===== src/rtl/bcd_serial_add_ctrl_if.sv =====
// rtl/bcd_serial_add_ctrl_if.sv - request/result bundle for the serial BCD adder
interface bcd_serial_add_ctrl_if #(
  parameter int NDIGITS = 4
);
  logic                   start;
  logic [4*NDIGITS-1:0]   a;
  logic [4*NDIGITS-1:0]   b;
  logic                   cin;
  logic                   busy;
  logic                   done;
  logic [4*NDIGITS-1:0]   sum;
  logic                   cout;
  logic                   err;

  modport master (
    output start, a, b, cin,
    input  busy, done, sum, cout, err
  );

  modport slave (
    input  start, a, b, cin,
    output busy, done, sum, cout, err
  );
endinterface


===== src/rtl/bcd_serial_add_ctrl.sv =====
// rtl/bcd_serial_add_ctrl.sv - digit-serial packed-BCD adder, one digit per cycle
// A single 4-bit BCD digit adder is walked across the captured operands LSD first.
module bcd_serial_add_ctrl #(
  parameter int NDIGITS = 4
) (
  input  logic                       clk,
  input  logic                       rst,
  bcd_serial_add_ctrl_if.slave       bus
);

  localparam int W  = 4 * NDIGITS;
  localparam int IW = (NDIGITS > 1) ? $clog2(NDIGITS) : 1;

  typedef enum logic [1:0] {
    IDLE = 2'd0,
    ADD  = 2'd1,
    DONE = 2'd2
  } state_t;

  state_t          state;
  state_t          state_nxt;

  logic [W-1:0]    op_a;
  logic [W-1:0]    op_b;
  logic [W-1:0]    sum_q;
  logic [IW-1:0]   idx;
  logic            carry;
  logic            cout_q;
  logic            err_q;

  logic            accept;
  logic            last_digit;
  logic [IW+1:0]   bit_base;
  logic [3:0]      dig_a;
  logic [3:0]      dig_b;
  logic [4:0]      raw;
  logic [4:0]      adj;
  logic            over_nine;
  logic [3:0]      dig_sum;

  function automatic logic has_bad_digit(input logic [W-1:0] v);
    logic bad;
    bad = 1'b0;
    for (int i = 0; i < NDIGITS; i++) begin
      if (v[4*i +: 4] > 4'd9) bad = 1'b1;
    end
    return bad;
  endfunction

  // Shared single-digit datapath: operands selected by idx.
  always_comb begin
    bit_base  = {idx, 2'b00};
    dig_a     = op_a[bit_base +: 4];
    dig_b     = op_b[bit_base +: 4];
    raw       = {1'b0, dig_a} + {1'b0, dig_b} + {4'b0000, carry};
    adj       = raw + 5'd6;
    over_nine = (raw > 5'd9);
    dig_sum   = over_nine ? adj[3:0] : raw[3:0];
  end

  assign last_digit = (idx == IW'(NDIGITS - 1));

  always_ff @(posedge clk) begin
    if (rst) begin
      state <= IDLE;
    end else begin
      state <= state_nxt;
    end
  end

  always_comb begin
    state_nxt = state;
    accept    = 1'b0;
    bus.busy  = 1'b0;
    bus.done  = 1'b0;
    case (state)
      IDLE: begin
        if (bus.start) begin
          accept    = 1'b1;
          state_nxt = ADD;
        end
      end
      ADD: begin
        bus.busy = 1'b1;
        if (last_digit) state_nxt = DONE;
      end
      DONE: begin
        bus.done  = 1'b1;
        state_nxt = IDLE;
      end
      default: state_nxt = IDLE;
    endcase
  end

  always_ff @(posedge clk) begin
    if (rst) begin
      op_a   <= '0;
      op_b   <= '0;
      sum_q  <= '0;
      idx    <= '0;
      carry  <= 1'b0;
      cout_q <= 1'b0;
      err_q  <= 1'b0;
    end else if (accept) begin
      op_a   <= bus.a;
      op_b   <= bus.b;
      carry  <= bus.cin;
      idx    <= '0;
      sum_q  <= '0;
      cout_q <= 1'b0;
      err_q  <= has_bad_digit(bus.a) | has_bad_digit(bus.b);
    end else if (state == ADD) begin
      sum_q[bit_base +: 4] <= dig_sum;
      carry                <= over_nine;
      if (last_digit) begin
        cout_q <= over_nine;
        idx    <= '0;
      end else begin
        idx    <= idx + IW'(1);
      end
    end
  end

  assign bus.sum  = sum_q;
  assign bus.cout = cout_q;
  assign bus.err  = err_q;

endmodule


===== src/flat_wrapper.sv =====
// flat-port wrapper written by rule: the top's interface ports become plain ports
module bcd_serial_add_ctrl_flat 
#(
  parameter int NDIGITS = 4
)
  (clk, rst, bus_start, bus_a, bus_b, bus_cin, bus_busy, bus_done, bus_sum, bus_cout, bus_err);
  bcd_serial_add_ctrl_if #(.NDIGITS(NDIGITS)) bus_i ();
  input  logic clk;
  input  logic rst;
  input wire logic [$bits(bus_i.start)-1:0] bus_start;
  input wire logic [$bits(bus_i.a)-1:0] bus_a;
  input wire logic [$bits(bus_i.b)-1:0] bus_b;
  input wire logic [$bits(bus_i.cin)-1:0] bus_cin;
  output wire logic [$bits(bus_i.busy)-1:0] bus_busy;
  output wire logic [$bits(bus_i.done)-1:0] bus_done;
  output wire logic [$bits(bus_i.sum)-1:0] bus_sum;
  output wire logic [$bits(bus_i.cout)-1:0] bus_cout;
  output wire logic [$bits(bus_i.err)-1:0] bus_err;
  assign bus_i.start = bus_start;
  assign bus_i.a = bus_a;
  assign bus_i.b = bus_b;
  assign bus_i.cin = bus_cin;
  assign bus_busy = bus_i.busy;
  assign bus_done = bus_i.done;
  assign bus_sum = bus_i.sum;
  assign bus_cout = bus_i.cout;
  assign bus_err = bus_i.err;
  bcd_serial_add_ctrl #(.NDIGITS(NDIGITS)) u_core (.clk(clk), .rst(rst), .bus(bus_i));
endmodule

===== config.mk =====
export PLATFORM = sky130hd
export DESIGN_NAME = bcd_serial_add_ctrl_flat
export DESIGN_NICKNAME = d
export VERILOG_FILES = /design/src/rtl/bcd_serial_add_ctrl_if.sv /design/src/rtl/bcd_serial_add_ctrl.sv /design/src/flat_wrapper.sv
export SDC_FILE = /design/constraint.sdc
export NUM_CORES = 1
export LEC_CHECK = 0
export BUFFER_PORTS_ARGS = -buffer_cell sky130_fd_sc_hd__buf_2
export CAP_MARGIN = 25
export CORE_UTILIZATION = 58
export DETAILED_ROUTE_END_ITERATION = 12
export PLACE_DENSITY_LB_ADDON = 0.3
export RECOVER_POWER = 25
export SLEW_MARGIN = 40
export SYNTH_ARGS = -nofsm -noshare
export SYNTH_HDL_FRONTEND = slang
export SYNTH_SLANG_ARGS = --single-unit

===== constraint.sdc =====
create_clock -name clk -period 8.2 [get_ports clk]
set_clock_uncertainty 0.05 [all_clocks]
set_input_delay 0.41 -clock clk [delete_from_list [all_inputs] [get_ports clk]]
set_output_delay 0.41 -clock clk [all_outputs]
set_load 0.05 [all_outputs]

==> results.toml, run 1 <==
[run_status]
status = "finished clean"

[clocking]
clock_latency_ns = 0.31
cts_tree = "done"
clock_path_buffers = 2
numCtsBuffers = 5
post_cts_resized = 0
cts.clk_slew.worst_paths_ns = 0.09
holdBufCountCts = 0
h-tree-depth = 2
clock-root-buffer = "clkbuf_8"
cts.sinks = 55
postCtsSetupBuffers = 0

[critical_path]
cp-end-kind = "register"
cp_common_cell = "fa_1"
cp_max_fo = 19
cp_top_family = "adder cells"
critical-path-max-stage-delay_ns = 0.82
crit_path_top_delay_cell = "dfxtp_1"
timing_worst_setup_path_type = "register to register"
crit_required_ns = 8.33
startpoint_type = "register"
worstPathCellList = "mux4_2 > fa_1 > fa_1 > xnor2_2 > ha_1 > nor2b_1 > a31oi_1 > nor3b_2 > or3_1 > a32oi_1 > nor2_1"
arrival_ns = 4.15
path_buf_inv = 0

[drt]
viasPerCell = 5.681
via_count = 2244
route.detailed.drc = 0
first_pass_iters = 6
first_iter_violations = 147
avgRoutedWirePerCell_um = 14.57
routed_wl_um = 5754
ant_nets = 0

[synthesis]
synthTopCellsByArea = "dfxtp_1 44%, nand2_1 11%, a21oi_1 9.1%"
synth_cells = 297
ys_warn_count = 0
synth.distinct_cells = 34
synth-seq-cells = 55
yosysSeqAreaShare_pct = 43.54
synth_top_area_share_pct = 43.54
synth_fp_nets = 345
yosys.area.top_type = "dfxtp_1"
syn_area_um2 = 2529
syn_area_per_cell_um2 = 8.514

[placement]
place_congestion = 0.9719
hpwl_um = 4261
placed_cells = 387
io_buffers = 55

[final_layout]
layout_commonest_cell = "nand2_1"
syn_to_final_growth_pct = 13.85
nets = 392
final_cell_mix = "75 x nand2_1, 55 x dfxtp_1, 46 x a21oi_1, 37 x buf_2"
final_layout_size_suffix_gt1_share_pct = 17.39
layoutNonFillerInstCount = 395
diodes = 0
nFillCells = 349

[run]
drv_cap = 0

[timing]
final_max_slew_viol_count = 0
finalSetupViolCount = 0
clock.fmax_ghz = 0.2489
rsz0062_at_grt = "no"
layout_min_cycle_time_ns = 4.018
worst_pin_slew_ns = 0.7477
hold_viol = 0
fin_tns_setup_ns = 0
maxSlewHeadroom_pct = 50.08
period_share_pct = 49.00

[pwr]
ir_drop_mv = 0.1139
power_leakage_nw = 1.130
p_per_area_nw_per_um2 = 185.1

[global_routing]
antenna_found_initial = 0
grt_max_degree = 39
grt_pass1_wl_um = 8942
grt_pass1_vias = 1970
grtUsageTotal_pct = 26.44
grt.overflow.total = 0

[floorplanning]
die_width_um = 68.03
core_um2 = 4086
rows = 23
ioPinCount = 56
die_y_um = 68.03
dieArea_um2 = 4628
start_util_pct = 61.88

[worst_hold_path]
hp-class = "primary input to register"
==> final timing paths <==
| check | startpoint | endpoint | slack (ns) | depth (start not counted) |
|---|---|---|---|---|
| max | u_core.idx[0]$_SDFFE_PP0P_ | u_core.bus.sum[1]$_SDFFE_PP0P_ | 4.18 | 11 |
| min | bus_a[0] | u_core.op_a[0]$_SDFFE_PP0P_ | 0.28 | 3 |
| max reg2reg | u_core.idx[0]$_SDFFE_PP0P_ | u_core.bus.sum[1]$_SDFFE_PP0P_ | 4.18 | 11 |
| min reg2reg | u_core.op_a[15]$_SDFFE_PP0P_ | u_core.op_a[15]$_SDFFE_PP0P_ | 0.41 | 2 |
==> final cells by class <==
class	instances	area, um^2	share of cell area, %
Inverter	6	22.52	0.7823
Multi-Input combinational cell	220	1348	46.81
Sequential cell	55	1101	38.24
Clock buffer	6	72.57	2.521
Clock inverter	2	12.51	0.4346
Timing Repair Buffer	56	260.3	9.040
Tap cell	50	62.56	2.173
==> per-stage QoR <==
stage          instance area [um^2]  utilization (%)  total power [mW]  hold slack, ns  worst slack (ns)
2_1_floorplan                  2529                -            0.3645          0.3831             4.456
3_3_place_gp                   2816            68.92            0.3895          0.3905             4.365
3_5_place_dp                   2816            68.92            0.3933          0.3971             4.232
4_1_cts                        2902            71.00            0.5350          0.2755             4.219
5_1_grt                        2879            70.45            0.5567          0.2794             3.959
6_report                       2879            70.45            0.5329          0.2823             4.182
==> power breakdown <==
| group | internal [mW] | switching (mW) | leakage (nW) |
|---|---|---|---|
| Combinational | 0.0387 | 0.0604 | 0.640 |
| Sequential | 0.279 | 0.00954 | 0.449 |
| Clock | 0.0599 | 0.0853 | 0.0412 |
==> routing by layer <==
layer,part of all wire (%),vias to the layer above,global-route usage [%]
li1,-,1126,-
met1,47,1041,36.83
met2,47,71,41.30
met3,5.8,6,5.000
met4,0.92,0,8.073
met5,0,-,0
==> worst reg2reg max path, stage by stage, from the launching register on <==
cell and delay [ns]:
dfxtp_1 0.82, mux4_2 0.60, fa_1 0.43, fa_1 0.45
xnor2_2 0.24, ha_1 0.23, nor2b_1 0.14, a31oi_1 0.07
nor3b_2 0.19, or3_1 0.37, a32oi_1 0.25, nor2_1 0.06
==> cell families after synthesis <==
logic type / synth area share [%]
AOI/OAI and AO/OA: 16.43
and+or+nand+nor: 21.47
DFF: 43.54
buffers and inverters: 3.265
adders and majority gates: 6.531
muxes: 8.115
xor gates and xnor gates: 0.6434
==> synth_stat cells <==
library cell / count
nor2b_1: 2
mux4_2: 8
and4b_1: 1
a311oi_1: 1
a31oi_1: 1
clkbuf_1: 15
and4_1: 2
a22oi_1: 4
o21ai_0: 13
nand2_1: 75
a32o_1: 5
buf_1: 1
or3_1: 1
and3_1: 1
nand4b_1: 1
nor3_1: 2
inv_1: 6
a32oi_1: 1
mux2i_2: 1
mux2_2: 1
nand2b_1: 4
o21bai_1: 1
or2_2: 1
nand4_1: 4
dfxtp_1: 55
nor2_1: 20
ha_1: 10
o22a_1: 1
xnor2_2: 1
fa_1: 2
nand3_1: 8
a21oi_1: 46
nor3b_2: 1
nor2_2: 1
==> state kept, by name, summed over array words and instances, names as in the netlist <==
name	cells
u_core.op_a	16
u_core.carry	1
u_core.state	2
u_core.bus.sum	16
u_core.op_b	16
u_core.idx	2
u_core.bus.err	1
u_core.bus.cout	1
(Power assumes the default switching activity.)
==> run 2, diff against run 1 <==
--- a/config.mk
+++ b/config.mk
@@ -5,9 +5,10 @@
 export SDC_FILE = /design/constraint.sdc
 export NUM_CORES = 1
 export LEC_CHECK = 0
+export ABC_AREA = 1
 export BUFFER_PORTS_ARGS = -buffer_cell sky130_fd_sc_hd__buf_2
 export CAP_MARGIN = 25
-export CORE_UTILIZATION = 58
+export CORE_UTILIZATION = 54
 export DETAILED_ROUTE_END_ITERATION = 12
 export PLACE_DENSITY_LB_ADDON = 0.3
 export RECOVER_POWER = 25
==> constraint.sdc (replaced) <==
create_clock -name clk -period 4.2 [get_ports clk]
set_clock_uncertainty 0.05 [all_clocks]
set_input_delay 0.21 -clock clk [delete_from_list [all_inputs] [get_ports clk]]
set_output_delay 0.21 -clock clk [all_outputs]
set_load 0.05 [all_outputs]
==> run 2 against run 1 <==
Total power is 120% higher. Maximum frequency is 17% higher. Non-clock buffer count is 2 higher. Sequential share of layout area is 2.0 points lower. Synthesized cell count is 23% higher. Critical path depth is 5 higher. Hold slack worse by 0.22 ns. Cell count is 22% higher. Setup slack worse by 3.4 ns. First-iteration DRC count is 28% lower. Critical path type unchanged. Critical endpoint is now u_core.bus.sum[13]$_SDFFE_PP0P_. Largest power group unchanged.
==> results.toml, run 2 <==
[critical_path]
crit_required_ns = 4.38
r2r_start = "u_core.idx[0]$_SDFFE_PP0P_"
path_buf_inv = 3
r2r_cells = 16
cp_max_fo = 21
crit_path_top_delay_cell = "fa_1"
cp_top_family = "adder cells"
startpoint_type = "register"
cp-end-kind = "register"
rrSetupSlack_ns = 0.77
worstPathCellList = "clkinv_1 > o21ai_0 > o22ai_1 > fa_1 > fa_1 > inv_1 > ha_1 > inv_1 > nor2_1 > a21oi_2 > nand2_2 > nand2_4 > nand2_2 > nand2_2 > nand4_1 > a21oi_1"
cp_common_cell = "nand2_2"
timing_worst_setup_path_type = "register to register"
arrival_ns = 3.61
reg2reg_to = "u_core.bus.sum[13]$_SDFFE_PP0P_"
critical-path-max-stage-delay_ns = 0.55

[worst_hold_path]
hp-class = "primary input to register"
min_from = "bus_b[0]"
min_path_cells = 3
min_to = "u_core.op_b[0]$_SDFFE_PP0P_"

[final_layout]
syn_to_final_growth_pct = 14.00
multi_input_area_um2 = 1403
final_layout_size_suffix_gt1_share_pct = 15.14
layoutNonFillerInstCount = 483
final_cell_mix = "92 x nor2_1, 57 x o21ai_0, 55 x dfxtp_1, 40 x nand2_1, 38 x buf_2"
nets = 463
layout_commonest_cell = "nor2_1"
nFillCells = 450
diodes = 0
ff_latch_area_um2 = 1101

[synthesis]
synth_edf_count = 0
synth_common_cells = "92 x nor2_1, 57 x o21ai_0, 55 x dfxtp_1, 40 x nand2_1"
ys.flop_type = "dfxtp_1"
synth.distinct_cells = 29
synth_fp_nets = 414
syn_area_um2 = 2663
yosysSeqAreaShare_pct = 41.35
synthTopCellsByArea = "dfxtp_1 41%, nor2_1 13%, o21ai_0 11%"
synth_cells = 366
synth-async-reset-ratio_pct = 0
synth-seq-cells = 55
synth_top_area_share_pct = 41.35
yosysMostFrequentCell = "nor2_1"
syn_area_per_cell_um2 = 7.275
yosys.area.top_type = "dfxtp_1"
ys_warn_count = 0

[timing]
final_max_slew_viol_count = 0
clock.fmax_ghz = 0.2911
maxSlewHeadroom_pct = 49.51
period_share_pct = 81.78
rsz0062_at_grt = "no"
finalSetupViolCount = 0
layout_min_cycle_time_ns = 3.435
hold_viol = 0
worst_pin_slew_ns = 0.7528
setup_ws_ns = 0.7652
fin_tns_setup_ns = 0

[drt]
route.detailed.drc = 0
avgRoutedWirePerCell_um = 12.17
routed_wl_um = 5879
first_iter_violations = 106
first_pass_iters = 4
ant_nets = 0
via_count = 2541
viasPerCell = 5.261

[global_routing]
grt_max_degree = 39
grt_pass1_wl_um = 10290
grtUsageTotal_pct = 25.21
grt.overflow.total = 0
antenna_found_initial = 0
grt_pass1_vias = 2428

[floorplanning]
dieArea_um2 = 5216
rows = 25
die_y_um = 72.22
start_util_pct = 56.37
ioPinCount = 56
core_um2 = 4723
die_width_um = 72.22

[placement]
place_congestion = 0.9377
place_ws_ns = 0.8298
placed_cells = 475
io_buffers = 55
hpwl_um = 4276

[clocking]
numCtsBuffers = 5
cts_tree = "done"
cts.clk_slew.worst_paths_ns = 0.09
postCtsSetupBuffers = 0
cts.sinks = 55
clock_path_buffers = 2
h-tree-depth = 2
holdBufCountCts = 0
clock-root-buffer = "clkbuf_8"
post_cts_resized = 0
clock_latency_ns = 0.31

[pwr]
power_leakage_nw = 1.344
p_total_mw = 1.180
ir_drop_mv = 0.2217
p_per_area_nw_per_um2 = 388.7

[run_status]
status = "finished clean"

[run]
drv_cap = 0
-- run 2: cell count changes in the layout (fill, tap and decap cells not counted), sizes merged, moves of 5 or more --
cell,previous run,this run
a32o,5,0
inv,6,20
nand3,8,15
o22ai,0,8
nor2,21,92
o21ai,13,57
mux4,8,0
nand2,75,50
a21oi,46,22
-- run 2: kinds of logic after synthesis --
group,synth area share (%)
adder cells (fa/ha/maj),6.203
buffers and inverters,5.968
flip-flops,41.35
AND/OR/NAND/NOR,27.44
AO/OA/AOI/OAI,19.03
-- run 2: layer usage --
| layer | vias to the layer above | share of wire, % | GRT usage, % |
|---|---|---|---|
| met5 | - | 0 | 0 |
| met4 | 0 | 2.0 | 11.76 |
| met3 | 13 | 4.5 | 5.694 |
| met2 | 61 | 48 | 43.09 |
| met1 | 1160 | 45 | 30.03 |
| li1 | 1307 | - | - |
-- run 2: report_power, final --
| group | internal (mW) | switching, mW |
|---|---|---|
| clock | 0.117 | 0.163 |
| combinational | 0.109 | 0.219 |
| sequential | 0.554 | 0.0175 |
-- run 2: worst reg2reg max path, cell delays in order, from the launching register on --
cell and delay [ns]:
dfxtp_1 0.34, clkinv_1 0.39, o21ai_0 0.31, o22ai_1 0.12, fa_1 0.45, fa_1 0.55, inv_1 0.08, ha_1 0.20
inv_1 0.08, nor2_1 0.05, a21oi_2 0.12, nand2_2 0.10, nand2_4 0.10, nand2_2 0.05, nand2_2 0.08, nand4_1 0.10
a21oi_1 0.18
-- run 2: worst max-delay path by stage --
stage / from / end / slack, ns / cells past startpoint
floorplan: u_core.idx[0]$_SDFFE_PP0P_ / u_core.bus.sum[7]$_SDFFE_PP0P_ / 1.05 / 19
global placement: u_core.idx[0]$_SDFFE_PP0P_ / u_core.bus.sum[15]$_SDFFE_PP0P_ / 0.97 / 17
detailed placement: u_core.idx[0]$_SDFFE_PP0P_ / u_core.bus.sum[13]$_SDFFE_PP0P_ / 0.83 / 16
CTS: u_core.idx[0]$_SDFFE_PP0P_ / u_core.bus.sum[13]$_SDFFE_PP0P_ / 0.80 / 16
global route: u_core.idx[0]$_SDFFE_PP0P_ / u_core.bus.sum[13]$_SDFFE_PP0P_ / 0.48 / 16
finish: u_core.idx[0]$_SDFFE_PP0P_ / u_core.bus.sum[13]$_SDFFE_PP0P_ / 0.77 / 16
-- run 2: area by class of cell --
type,instances,area share [%]
clock buffer,7,2.514
clock inverter,1,0.1649
inverter,24,2.968
multi-input combinational,271,46.21
sequential,55,36.27
tap,67,2.762
timing repair buffer,58,9.110
-- run 2: stage by stage --
step                area [um^2]  hold WS (ns)  util, %
CTS                        3057       0.06448    64.72
floorplan                  2663        0.2291        -
global placement           2975        0.3837    62.99
finish                     3035       0.06414    64.26
detailed placement         2975        0.3910    62.99
global route               3035       0.06615    64.26
==> run 3, diff against run 2 <==
--- a/config.mk
+++ b/config.mk
@@ -5,10 +5,10 @@
 export SDC_FILE = /design/constraint.sdc
 export NUM_CORES = 1
 export LEC_CHECK = 0
-export ABC_AREA = 1
+export ABC_AREA = 0
 export BUFFER_PORTS_ARGS = -buffer_cell sky130_fd_sc_hd__buf_2
 export CAP_MARGIN = 25
-export CORE_UTILIZATION = 54
+export CORE_UTILIZATION = 53
 export DETAILED_ROUTE_END_ITERATION = 12
 export PLACE_DENSITY_LB_ADDON = 0.3
 export RECOVER_POWER = 25
==> constraint.sdc (replaced) <==
create_clock -name clk -period 3.2 [get_ports clk]
set_clock_uncertainty 0.05 [all_clocks]
set_input_delay 0.16 -clock clk [delete_from_list [all_inputs] [get_ports clk]]
set_output_delay 0.16 -clock clk [all_outputs]
set_load 0.05 [all_outputs]
==> run 3 against run 2 <==
The flow now finishes with violations (design-rule violations, negative setup slack). Sequential power rose by 29%. Register-to-register slack worse by 0.90 ns. Clock power increased by 72%. Combinational power grew 12%. Die area decreased by 3.1%. Global-route usage rose by 0.27 points. Critical path type unchanged. Critical endpoint is now u_core.bus.sum[11]$_SDFFE_PP0P_. Largest power group unchanged. Highest routed layer unchanged.
==> results.toml, run 3 (same netlist as run 1, synthesis figures left out) <==
[pwr]
p_seq_share_pct = 46.3
p_sw_mw = 0.4460
power_leakage_nw = 1.238
p_per_area_nw_per_um2 = 511.1
p_clk_share_pct = 30.5
power.internal_mw = 1.139
p_sw_share_pct = 28.15
combPwrFrac_pct = 23.2
ir_drop_mv = 0.3459
p_total_mw = 1.585

[floorplanning]
core_um2 = 4474
start_util_pct = 56.52
die_width_um = 71.08
ioPinCount = 56
rows = 24
die_y_um = 71.08
dieArea_um2 = 5052

[placement]
io_buffers = 55
hpwl_um = 4222
place_congestion = 0.8260

[worst_hold_path]
hp-class = "primary input to register"

[critical_path]
arrival_ns = 3.50
cp-end-kind = "register"
path_buf_inv = 3
worstPathCellList = "mux4_2 > fa_2 > fa_2 > inv_2 > ha_4 > nor2b_4 > a31oi_4 > buf_4 > buf_6 > o21bai_1 > mux2_4 > a32o_1"
rrSetupSlack_ns = -0.13
timing_worst_setup_path_type = "register to register"
critical-path-max-stage-delay_ns = 0.56
crit_required_ns = 3.37
cp_max_fo = 2
startpoint_type = "register"
cp_common_cell = "fa_2"
crit_path_top_delay_cell = "fa_2"
cp_top_family = "adder cells"

[run]
drv_cap = 0

[drt]
first_pass_iters = 11
via_count = 2343
route.detailed.drc = 2
avgRoutedWirePerCell_um = 14.66
viasPerCell = 5.715
ant_nets = 0
routed_wl_um = 6009
first_iter_violations = 145

[final_layout]
syn_to_final_growth_pct = 22.61
final_layout_size_suffix_gt1_share_pct = 24.58
nets = 405
final_cell_mix = "74 x nand2_1, 53 x dfxtp_1, 46 x a21oi_1, 40 x buf_2, 19 x nor2_1"
diodes = 0
layout_commonest_cell = "nand2_1"

[run_status]
status = "finished, violations left"
failed_checks = "design-rule violations, negative setup slack"

[timing]
rsz0062_at_grt = "yes"
finalSetupViolCount = 12
layout_min_cycle_time_ns = 3.330
final_max_slew_viol_count = 0
maxSlewHeadroom_pct = 54.98
hold_viol = 0
hold_ws_ns = 0.02188
period_share_pct = 104.1
setup_ws_ns = -0.1303
worst_pin_slew_ns = 0.6753
clock.fmax_ghz = 0.3003

[global_routing]
antenna_found_initial = 0
grt_max_degree = 39
grt.overflow.total = 0
grt_pass1_vias = 2227
grtUsageTotal_pct = 25.47
grt_pass1_wl_um = 10070

[clocking]
clock_latency_ns = 0.31
cts.clk_slew.worst_paths_ns = 0.11
cts_tree = "done"
numCtsBuffers = 5
holdBufCountCts = 0
clock-root-buffer = "clkbuf_8"
clock_path_buffers = 2
cts.sinks = 55
h-tree-depth = 2
-- run 3: stage by stage --
step | utilization, % | setup WS, ns | setup TNS (ns) | area, um^2 | cells
floorplan | - | -0.08728 | -0.2573 | 2562 | 297
global placement | 64.23 | 0.04395 | 0 | 2874 | 395
detailed placement | 64.23 | -0.1348 | -0.6995 | 2874 | 395
CTS | 68.12 | -0.1086 | -0.4443 | 3048 | 407
global route | 69.30 | -0.2166 | -1.950 | 3100 | 410
finish | 69.30 | -0.1303 | -0.8459 | 3100 | 410
-- run 3: what timing repair did --
action,CTS,global route
hold endpoints to repair,0,0
gates resized for setup,6,10
setup endpoints to repair,9,14
pin swaps,8,12
setup buffers,4,3
-- run 3: routing by layer --
metal  vias up  global-route usage, %  wire length [um]
met5         -                      0                 0
met4         0                  7.111                65
met3         9                  4.558               295
met2        78                  45.41              3081
met1      1101                  31.69              2566
li1       1155                      -                 -
-- run 3: worst paths after layout --
kind | from | depth (start not counted) | endpoint
worst max register to register | u_core.idx[0]$_SDFFE_PP0P_ | 12 | u_core.bus.sum[11]$_SDFFE_PP0P_
worst min register to register | u_core.op_a[9]$_SDFFE_PP0P_ | 2 | u_core.op_a[9]$_SDFFE_PP0P_
worst min-delay path | bus_b[0] | 3 | u_core.op_b[0]$_SDFFE_PP0P_
worst max-delay path | u_core.idx[0]$_SDFFE_PP0P_ | 12 | u_core.bus.sum[11]$_SDFFE_PP0P_
-- run 3: power by group through the flow --
stage | combinational [mW] | clock (mW) | sequential [mW]
after floorplan | 0.186 | 0 | 0.755
after global placement | 0.266 | 0 | 0.748
after detailed placement | 0.273 | 0 | 0.750
after CTS | 0.305 | 0.482 | 0.734
after global routing | 0.398 | 0.510 | 0.738
final | 0.368 | 0.483 | 0.734
-- run 3: layout make-up --
class	count	area, um^2
Inverter	6	22.52
Fill cell	377	1374
Clock buffer	6	82.58
Multi-Input combinational cell	220	1423
Sequential cell	55	1104
Clock inverter	2	35.03
Timing Repair Buffer	69	369.1
Tap cell	52	65.06
-- run 3: worst reg2reg max path, delay by kind of cell (launching register included) --
kind	cells	cell delay, ns
compound gates	3	0.49
fa+ha+maj	3	1.12
buf+inv	3	0.28
mux	2	0.82
flops	1	0.36
simple gates	1	0.13
